==> config.mk <==
export PLATFORM = sky130hd
export DESIGN_NAME = aes_col_unit
export DESIGN_NICKNAME = d
export VERILOG_FILES = /design/src/rtl/aes_pkg.sv /design/src/rtl/aes_sbox.sv /design/src/rtl/aes_col_unit.sv
export SDC_FILE = /design/constraint.sdc
export NUM_CORES = 1
export LEC_CHECK = 0
export ABC_AREA = 1
export CORE_ASPECT_RATIO = 0.9
export CORE_UTILIZATION = 25
export CTS_CLUSTER_DIAMETER = 50
export DETAILED_ROUTE_END_ITERATION = 8
export PLACE_DENSITY_LB_ADDON = 0.2
export SLEW_MARGIN = 0
export SYNTH_ARGS = -nofsm -noshare
export SYNTH_HDL_FRONTEND = slang
export SYNTH_HIERARCHICAL = 1
export SYNTH_SLANG_ARGS = --single-unit
export TNS_END_PERCENT = 100
==> constraint.sdc <==
create_clock -name clk -period 30.5 [get_ports clk]
set_clock_uncertainty 0.1 [all_clocks]
set_input_delay 4.575 -clock clk [delete_from_list [all_inputs] [get_ports clk]]
set_output_delay 4.575 -clock clk [all_outputs]
set_load 0.01 [all_outputs]
==> src/rtl/aes_pkg.sv <==
// aes_pkg: shared constants, coefficients and GF(2^8) helpers for the AES column unit
package aes_pkg;
  localparam logic [6:0] AES_OPCODE = 7'b0001011;
  localparam logic [2:0] AES_FUNCT3 = 3'b000;
  localparam logic [1:0] ST_IDLE = 2'd0;
  localparam logic [1:0] ST_SUB  = 2'd1;
  localparam logic [1:0] ST_DONE = 2'd2;
  localparam logic [7:0] ENC_COEF [4] = '{8'h02, 8'h03, 8'h01, 8'h01};
  localparam logic [7:0] DEC_COEF [4] = '{8'h0e, 8'h0b, 8'h0d, 8'h09};
  function automatic logic [7:0] xtime(input logic [7:0] a);
    return {a[6:0], 1'b0} ^ (a[7] ? 8'h1b : 8'h00);
  endfunction
  function automatic logic [7:0] gmul(input logic [7:0] a, input logic [7:0] b);
    logic [7:0] p;
    logic [7:0] t;
    p = 8'h00;
    t = a;
    for (int i = 0; i < 8; i++) begin
      p = p ^ (b[i] ? t : 8'h00);
      t = xtime(t);
    end
    return p;
  endfunction
  function automatic logic [7:0] coef(input logic dec, input logic [1:0] i);
    return dec ? DEC_COEF[i] : ENC_COEF[i];
  endfunction
endpackage

==> src/rtl/aes_sbox.sv <==
// aes_sbox: combinational forward/inverse S-box built from GF inversion plus affine map
module aes_sbox
  import aes_pkg::*;
(
  input  logic [7:0] din,
  input  logic       inv,
  output logic [7:0] dout
);
  logic [7:0] pre;
  logic [7:0] y;
  function automatic logic [7:0] rotl(input logic [7:0] b, input int n);
    return (b << n) | (b >> (8 - n));
  endfunction
  // x^254 by square-and-multiply; maps 0 to 0 as the S-box requires
  function automatic logic [7:0] ginv(input logic [7:0] x);
    logic [7:0] p;
    logic [7:0] r;
    p = x;
    r = 8'h01;
    for (int i = 1; i < 8; i++) begin
      p = gmul(p, p);
      r = gmul(r, p);
    end
    return r;
  endfunction
  always_comb begin
    pre = inv ? (rotl(din, 1) ^ rotl(din, 3) ^ rotl(din, 6) ^ 8'h05) : din;
    y = ginv(pre);
    dout = inv ? y : (y ^ rotl(y, 1) ^ rotl(y, 2) ^ rotl(y, 3) ^ rotl(y, 4) ^ 8'h63);
  end
endmodule

==> src/rtl/aes_col_unit.sv <==
// aes_col_unit: iterative SubBytes+MixColumns (or inverse) column unit with round-key XOR
module aes_col_unit
  import aes_pkg::*;
(
  input  logic        clk,
  input  logic        rst,
  input  logic        start,
  input  logic        aes_dec,
  input  logic [31:0] rs1,
  input  logic [31:0] rs2,
  output logic        ready,
  output logic        done,
  output logic [31:0] result
);
  logic [1:0]  state;
  logic [1:0]  idx;
  logic [31:0] acc;
  logic [31:0] acc_next;
  logic [31:0] rs1_q;
  logic [31:0] rs2_q;
  logic        dec_q;
  logic [7:0]  s;
  aes_sbox u_sbox (.din(rs2_q[{idx, 3'b000} +: 8]), .inv(dec_q), .dout(s));
  assign ready = state == ST_IDLE;
  // byte idx contributes to row r with the circulant coefficient at (idx - r) mod 4
  always_comb begin
    for (int r = 0; r < 4; r++)
      acc_next[8*r +: 8] = acc[8*r +: 8] ^ gmul(s, coef(dec_q, idx - 2'(r)));
  end
  always_ff @(posedge clk) begin
    if (rst) begin
      state  <= ST_IDLE;
      idx    <= 2'd0;
      acc    <= 32'h0;
      rs1_q  <= 32'h0;
      rs2_q  <= 32'h0;
      dec_q  <= 1'b0;
      done   <= 1'b0;
      result <= 32'h0;
    end else begin
      done <= 1'b0;
      case (state)
        ST_IDLE: if (start) begin
          rs1_q <= rs1;
          rs2_q <= rs2;
          dec_q <= aes_dec;
          acc   <= 32'h0;
          idx   <= 2'd0;
          state <= ST_SUB;
        end
        ST_SUB: begin
          acc <= acc_next;
          idx <= idx + 2'd1;
          if (idx == 2'd3) begin
            result <= rs1_q ^ acc_next;
            done   <= 1'b1;
            state  <= ST_DONE;
          end
        end
        default: state <= ST_IDLE;
      endcase
    end
  end
endmodule

Yosys cells after proc, flatten, opt, wreduce, memory -nomap -nowiden
Cells that the tools add are included.
{"block": "word_totals", "register_bits": 134, "latch_bits": 0, "rom_bits": 0, "word_cells": 557, "mem_count": 0, "ramBits": 0}
{"block": "op_classes", "n_mux": 280, "add_sub_neg": 4, "shift": 1, "bitwise_logic": 249, "n_mul": 0, "magnitude_cmp": 4, "n_eq_ne": 4, "div_mod_pow": 0, "reduce_logical": 7}
{"op": "$xor 8x8->8", "n": 227}
{"op": "$mux 8", "n": 159}
{"op": "$mux 5", "n": 99}
{"op": "$bmux 8 s2", "n": 8}
{"op": "$pmux 32 s2", "n": 1}
{"op": "$xor 8x5->8", "n": 7}
{"op": "$mux 32", "n": 1}
{"op": "$shiftx 32x6->8", "n": 1}
{"op": "$xor 32x32->32", "n": 1}
{"op": "$or 8x1->8", "n": 2}
{"op": "$or 8x3->8", "n": 2}
{"op": "$ge 3x3->1 const B", "n": 4}
{"op": "$not 2->3", "n": 4}
{"op": "$mux 2", "n": 4}
{"op": "$or 8x2->8", "n": 1}
{"op": "$or 8x4->8", "n": 1}
{"op": "$or 8x6->8", "n": 1}
{"op": "$pmux 2 s2", "n": 2}
{"op": "$reduce_and 2->1", "n": 4}
{"op": "$mux 7", "n": 1}
{"op": "$mux 6", "n": 1}
{"op": "$mux 4", "n": 1}
{"op": "$ne 2x2->1 const B", "n": 2}
{"op": "$not 4->4", "n": 1}
{"op": "other kinds (12)", "n": 14}

Longest topological paths before layout
{"block": "depth", "depth_word": 151, "depth_mapped": 155, "depth_no_buf": 147}

Hierarchy
Netlist, hierarchy kept.
{"mod": "aes_sbox", "instances": 1, "seq_area_each_um2": 0.0, "cells_per_inst": 4884, "area_per_inst_um2": 22904.5}
{"mod": "aes_col_unit", "instances": 1, "seq_area_each_um2": 2682.6, "cells_per_inst": 1286, "area_per_inst_um2": 8166.6}

Worst setup path after synthesis
No wires, ideal clock.
{"block": "synth_path", "path_kind": "register to register", "start": "register idx[0]", "end": "register result[13]", "required_time_ns": 30.291, "setup_slack_ns": 12.956, "arrival_time_ns": 17.335, "period_less_slack_ns": 17.544, "path_stages_with_launch": 135, "path_buffers": 19, "path_cell_list": "dfxtp_1 > buf_6 > inv_2 > clkbuf_1 > buf_2 > nor2_1 > o22ai_1 > inv_2 > nand2_1 > nand3_1 > nand3_1 > nand2_1 > buf_4 > ha_1 > inv_1 > ha_1 > xnor2_1 > nand3_1 > (+99 left out) > nand3_2 > nand2_1 > nand2_1 > nand3_1 > nand2_1 > buf_6 > inv_4 > nand2_2 > nand3_1 > nand2_4 > nor2_4 > nand2_1 > nand2_1 > nand2_1 > nand3b_1 > nand3_1 > nand2_1 > inv_1"}
{"element": "from (decl)", "line": "aes_col_unit.sv:16", "source": "logic [1:0] idx;"}
{"element": "from (signal assigned)", "line": "aes_col_unit.sv:53", "source": "idx <= idx + 2'd1;"}
{"element": "$shiftx 32x6->8 *", "line": "aes_col_unit.sv:23", "source": "aes_sbox u_sbox (.din(rs2_q[{idx, 3'b000} +: 8]), .inv(dec_q), .dout(s));"}
{"element": "$or 8x1->8 or $or 8x3->8 (tied branches)", "line": "aes_sbox.sv:12", "source": "return (b << n) | (b >> (8 - n));"}
{"element": "$xor 8x8->8 (2 in series)", "line": "aes_sbox.sv:27", "source": "pre = inv ? (rotl(din, 1) ^ rotl(din, 3) ^ rotl(din, 6) ^ 8'h05) : din;"}
{"element": "$mux 8 *", "line": "aes_sbox.sv:27"}
{"element": "$mux 5, or another cell as far along", "line": "aes_pkg.sv:11", "source": "return {a[6:0], 1'b0} ^ (a[7] ? 8'h1b : 8'h00);"}
{"element": "$xor 8x8->8 or $mux 5 (tied branches)", "line": "aes_pkg.sv:11"}
{"element": "$xor 8x8->8 (3 in series)", "line": "aes_pkg.sv:11"}
{"element": "$mux 5 or $xor 8x8->8 (tied branches)", "line": "aes_pkg.sv:11"}
{"element": "(+84 left out)"}
{"element": "named net s[7]", "line": "aes_col_unit.sv:22", "source": "logic [7:0] s;"}
{"element": "(+5 left out)"}
{"element": "$mux 5 or $xor 8x5->8 (tied branches)", "line": "aes_pkg.sv:11"}
{"element": "$xor 8x5->8 or $mux 5 (tied branches)", "line": "aes_pkg.sv:11"}
{"element": "$xor 8x5->8", "line": "aes_pkg.sv:11"}
{"element": "$mux 8 or $xor 8x5->8 (tied branches)", "line": "aes_pkg.sv:19, aes_pkg.sv:11"}
{"element": "$xor 8x8->8 or $mux 8 (tied branches)", "line": "aes_pkg.sv:19", "source": "p = p ^ (b[i] ? t : 8'h00);"}
{"element": "$xor 8x8->8 *", "line": "aes_pkg.sv:19"}
{"element": "$xor 8x8->8 *", "line": "aes_col_unit.sv:28", "source": "acc_next[8*r +: 8] = acc[8*r +: 8] ^ gmul(s, coef(dec_q, idx - 2'(r)));"}
{"element": "$xor 32x32->32 *", "line": "aes_col_unit.sv:55", "source": "result <= rs1_q ^ acc_next;"}
{"element": "to (signal assigned)", "line": "aes_col_unit.sv:55"}
{"element": "to (decl)", "line": "aes_col_unit.sv:13", "source": "output logic [31:0] result"}
Mark *: on every way through the listed nets, which the timed path passes. The rest lies on a longest branch. The select of a mux whose other input is x is not followed.
A chain may end at the register's enable or synchronous reset.

Final worst setup path
{"block": "layout_path", "start": "register idx[1]", "end": "register result[16]"}
{"block": "layout_between", "elab_chain_cells": 109}
{"element": "$shiftx 32x6->8 *", "line": "aes_col_unit.sv:23"}
{"element": "$or 8x1->8 or $or 8x3->8 (tied branches)", "line": "aes_sbox.sv:12"}
{"element": "$xor 8x8->8 (2 in series)", "line": "aes_sbox.sv:27"}
{"element": "$mux 8 *", "line": "aes_sbox.sv:27"}
{"element": "$mux 5, or another cell as far along", "line": "aes_pkg.sv:11"}
{"element": "$xor 8x8->8 or $mux 5 (tied branches) (3 in series)", "line": "aes_pkg.sv:11"}
{"element": "$xor 8x8->8", "line": "aes_pkg.sv:11"}
{"element": "$mux 5, or another cell as far along", "line": "aes_pkg.sv:11"}
{"element": "(+85 left out)"}
{"element": "named net s[5]", "line": "aes_col_unit.sv:22"}
{"element": "(+3 left out)"}
{"element": "$xor 8x5->8 *", "line": "aes_pkg.sv:11"}
{"element": "$xor 8x5->8 (3 in series)", "line": "aes_pkg.sv:11"}
{"element": "$mux 5", "line": "aes_pkg.sv:11"}
{"element": "$xor 8x5->8", "line": "aes_pkg.sv:11"}
{"element": "$mux 8", "line": "aes_pkg.sv:19"}
{"element": "$xor 8x8->8 *", "line": "aes_pkg.sv:19"}
{"element": "$xor 8x8->8 *", "line": "aes_col_unit.sv:28"}
{"element": "$xor 32x32->32 *", "line": "aes_col_unit.sv:55"}
Marked as above.

==> out/metrics.yaml <==
syn2layout_area_growth_pct: 8.15
groute.usage.overall: 0.174
die_height_um: 336
critPathBufInv: 22
worst_setup_path_end_kind: "register"
worst-slew-pin-transition_ps: 1140
grt_pass1_vias: 33600
route.antenna.remaining_nets: 0
whs_path_depth: 2
worstHoldPathType: "register to register"
critPathKind: "register to register"
routabilityCongestion: 0.902
numPortBuffers: 101
minimum_clock_period_ps: 22220
drt-vias-per-instance: 4.79
crit_fanout: 26
setup_tns_ps: 0
cp_slowest_stage_delay_ps: 660
routed_wire_length_per_instance_um: 14.5
number_of_core_rows: 122
fp.coreArea_sq_mm: 0.123
critical-path-top-cell-by-count: "sky130_fd_sc_hd__nand2_1"
status: "finished, final reports clean"
clk_pin_slew_worst_paths_ps: 60
total_wire_length_after_detailed_routing_um: 112000
hold-worst-slack_ps: 369
critPathRequiredTime_ps: 30730
grt_start_max_net_pins: 86
cts-resized-gates: 0
hold_viol: 0
max_cap_violations: 0
synthCells: 6170
timing.final.crit_share: 0.729
die_width_um: 374
synth.largest_area_cell: "sky130_fd_sc_hd__nand2_1"
detailedPlacementHpwl_um: 86600
maxSlewViolCount: 0
clockRootBuffer: "sky130_fd_sc_hd__clkbuf_16"
synth.avg_cell_area_sq_um: 5.04
grt_setup_unrepaired: "false"
grt_antenna_before_repair: 0
synth_enable_flop_cells: 0
setup_viol: 0
detail_route.drc_violations: 0
timing.rr.start: "idx[1]$_SDFFE_PP0P_"
die_area_sq_mm: 0.126
synth_largest_type_area_fraction: 0.325
final_nets: 6265
final_layout_size_suffix_gt1_frac: 0.0761
detailedRoute.firstIterationViolations: 3131
cts.repair_timing.setup_buffer_count: 0
grt_pass1_wl_um: 180000
setup_ws_ps: 8280
highest_delay_cell_along_the_critical_path: "sky130_fd_sc_hd__o22ai_1"
worst_slew_margin: 0.236
r2r_end: "result[16]$_SDFFE_PP0P_"
cts_buffer_depth: 2
synth_seq_area_share: 0.0863
rrSetupSlack_ps: 8280
timing.hold.worst.start: "acc[7]$_SDFFE_PP0P_"
cpLargestDelayFamily: "simple AND/OR/NAND/NOR gates"
cts_num_sinks: 134
cts_inserted_buffers: 17
synth_seq_cells: 134
detailedPlace.worstSlack_ps: 8650
timing.hold.worst_endpoint: "acc[7]$_SDFFE_PP0P_"
cp-start-kind: "register"
mappedNetlistNets: 6302
detail_route.first_pass.iterations: 7
vias: 37200
floorplan.initialDensity: 0.252
synth_top_flop_cell: "sky130_fd_sc_hd__dfxtp_1"
synth-async-reset-ratio: 0
grt_remaining_overflow: 0
synth_cell_area_sq_mm: 0.0311
h_tree_levels: 4
insertedDiodeCount: 0
pin_count: 102
synthesis.yosys.warnings: 6
maxClockFrequency_mhz: 45.0
synth.area.top_cells: "sky130_fd_sc_hd__nand2_1 (33%), sky130_fd_sc_hd__nand3_1 (17%), sky130_fd_sc_hd__dfxtp_1 (8.6%)"
worstPathArrival_ps: 22450
reg2reg_depth: 121
cts_tree: "built"
insertion_delay_ps: 430
post_synth_num_cell_types: 47
postCtsHoldBufs: 0
-- per-layer routing --
metal	vias to the layer above	share of wire	track usage
li1	19300	-	-
met1	16900	0.49	0.246
met2	874	0.45	0.292
met3	94	0.045	0.0103
met4	0	0.013	0.0288
met5	-	0	0
-- layout by cell type, fill, tap and decap left out, types with 46 or more instances in the layout --
cell type                         count
sky130_fd_sc_hd__nor2_1             449
sky130_fd_sc_hd__o21ai_0            111
sky130_fd_sc_hd__inv_2              101
sky130_fd_sc_hd__nand3b_1            46
sky130_fd_sc_hd__ha_1                64
sky130_fd_sc_hd__a21oi_1             68
sky130_fd_sc_hd__nand2_1           2690
sky130_fd_sc_hd__inv_1              595
sky130_fd_sc_hd__clkdlybuf4s50_1    101
sky130_fd_sc_hd__xor2_1             100
sky130_fd_sc_hd__nand4_1             57
sky130_fd_sc_hd__xnor2_1             94
sky130_fd_sc_hd__nand2_2            168
sky130_fd_sc_hd__nand3_2             55
sky130_fd_sc_hd__nand3_1           1061
sky130_fd_sc_hd__dfxtp_1            134
-- synth_stat cells, types with 2 or more instances --
cell type and n:
sky130_fd_sc_hd__a21o_1 2, sky130_fd_sc_hd__a21oi_1 68, sky130_fd_sc_hd__buf_1 6, sky130_fd_sc_hd__buf_2 44
sky130_fd_sc_hd__buf_4 50, sky130_fd_sc_hd__buf_6 37, sky130_fd_sc_hd__clkbuf_1 40, sky130_fd_sc_hd__clkinv_1 15
sky130_fd_sc_hd__dfxtp_1 134, sky130_fd_sc_hd__ha_1 64, sky130_fd_sc_hd__inv_1 595, sky130_fd_sc_hd__inv_2 100
sky130_fd_sc_hd__inv_4 7, sky130_fd_sc_hd__nand2_1 2691, sky130_fd_sc_hd__nand2_2 167, sky130_fd_sc_hd__nand2_4 26
sky130_fd_sc_hd__nand3_1 1061, sky130_fd_sc_hd__nand3_2 55, sky130_fd_sc_hd__nand3_4 7, sky130_fd_sc_hd__nand3b_1 46
sky130_fd_sc_hd__nand4_1 57, sky130_fd_sc_hd__nor2_1 449, sky130_fd_sc_hd__nor2_2 12, sky130_fd_sc_hd__nor2_4 16
sky130_fd_sc_hd__nor3_1 5, sky130_fd_sc_hd__o211ai_1 4, sky130_fd_sc_hd__o21a_1 31, sky130_fd_sc_hd__o21ai_0 111
sky130_fd_sc_hd__o21ai_1 16, sky130_fd_sc_hd__o21ai_2 2, sky130_fd_sc_hd__o21bai_1 8, sky130_fd_sc_hd__o22ai_1 8
sky130_fd_sc_hd__or2_1 13, sky130_fd_sc_hd__or2_2 4, sky130_fd_sc_hd__xnor2_1 94, sky130_fd_sc_hd__xnor2_2 4
sky130_fd_sc_hd__xnor2_4 2, sky130_fd_sc_hd__xor2_1 100, sky130_fd_sc_hd__xor2_2 11
-- worst min-delay path: stages (launching register included) --
cell and delay, ps:
sky130_fd_sc_hd__dfxtp_1 310, sky130_fd_sc_hd__nand2_1 60, sky130_fd_sc_hd__a21oi_1 50
-- stage by stage --
stage / cells / instance area, sq um / util
after floorplan: 6170 / 31100 / -
after global placement: 7726 / 33100 / 0.268
after detailed placement: 7726 / 33100 / 0.268
after CTS: 7758 / 33600 / 0.273
after global routing: 7758 / 33600 / 0.273
final: 7758 / 33600 / 0.273
-- final cells by class --
cell class	count	area [sq um]
fillers	14100	89600
multi-input cells	5141	24500
inverters	717	2710
flip-flops and latches	134	2680
well taps	1612	2020
repair buffers	122	1170
clock buffers	22	454
clock inverters	10	81.3
-- flip-flops by register name (all words and copies together), names as in the netlist --
signal and cells:
acc 32, done 1, state 2, idx 2, result 32, rs2_q 32, dec_q 1, rs1_q 32
-- cell families (layout without fill, tap and decap cells) --
| family | count (synthesis) | count (layout) | synth area share |
|---|---|---|---|
| xor+xnor | 213 | 213 | 0.0659 |
| buf+inv | 895 | 871 | 0.126 |
| flops | 134 | 134 | 0.0863 |
| compound gates | 253 | 253 | 0.0456 |
| fa+ha+maj | 64 | 64 | 0.0258 |
| simple gates | 4611 | 4611 | 0.651 |
-- how the worst max path moves through the flow --
stage                              from                 endpoint  slack, ps  cells past startpoint
finish              idx[1]$_SDFFE_PP0P_  result[16]$_SDFFE_PP0P_       8280                    121
global route        idx[1]$_SDFFE_PP0P_  result[25]$_SDFFE_PP0P_       6220                    122
CTS                 idx[1]$_SDFFE_PP0P_  result[16]$_SDFFE_PP0P_       8580                    121
detailed placement  idx[1]$_SDFFE_PP0P_  result[16]$_SDFFE_PP0P_       8650                    121
global placement    idx[0]$_SDFFE_PP0P_  result[20]$_SDFFE_PP0P_       8890                    118
floorplan           idx[0]$_SDFFE_PP0P_  result[13]$_SDFFE_PP0P_      12960                    134
Power is left out: the tool's default activity adds up to more than one toggle a clock period on the data nets, which glitch-free logic cannot reach.
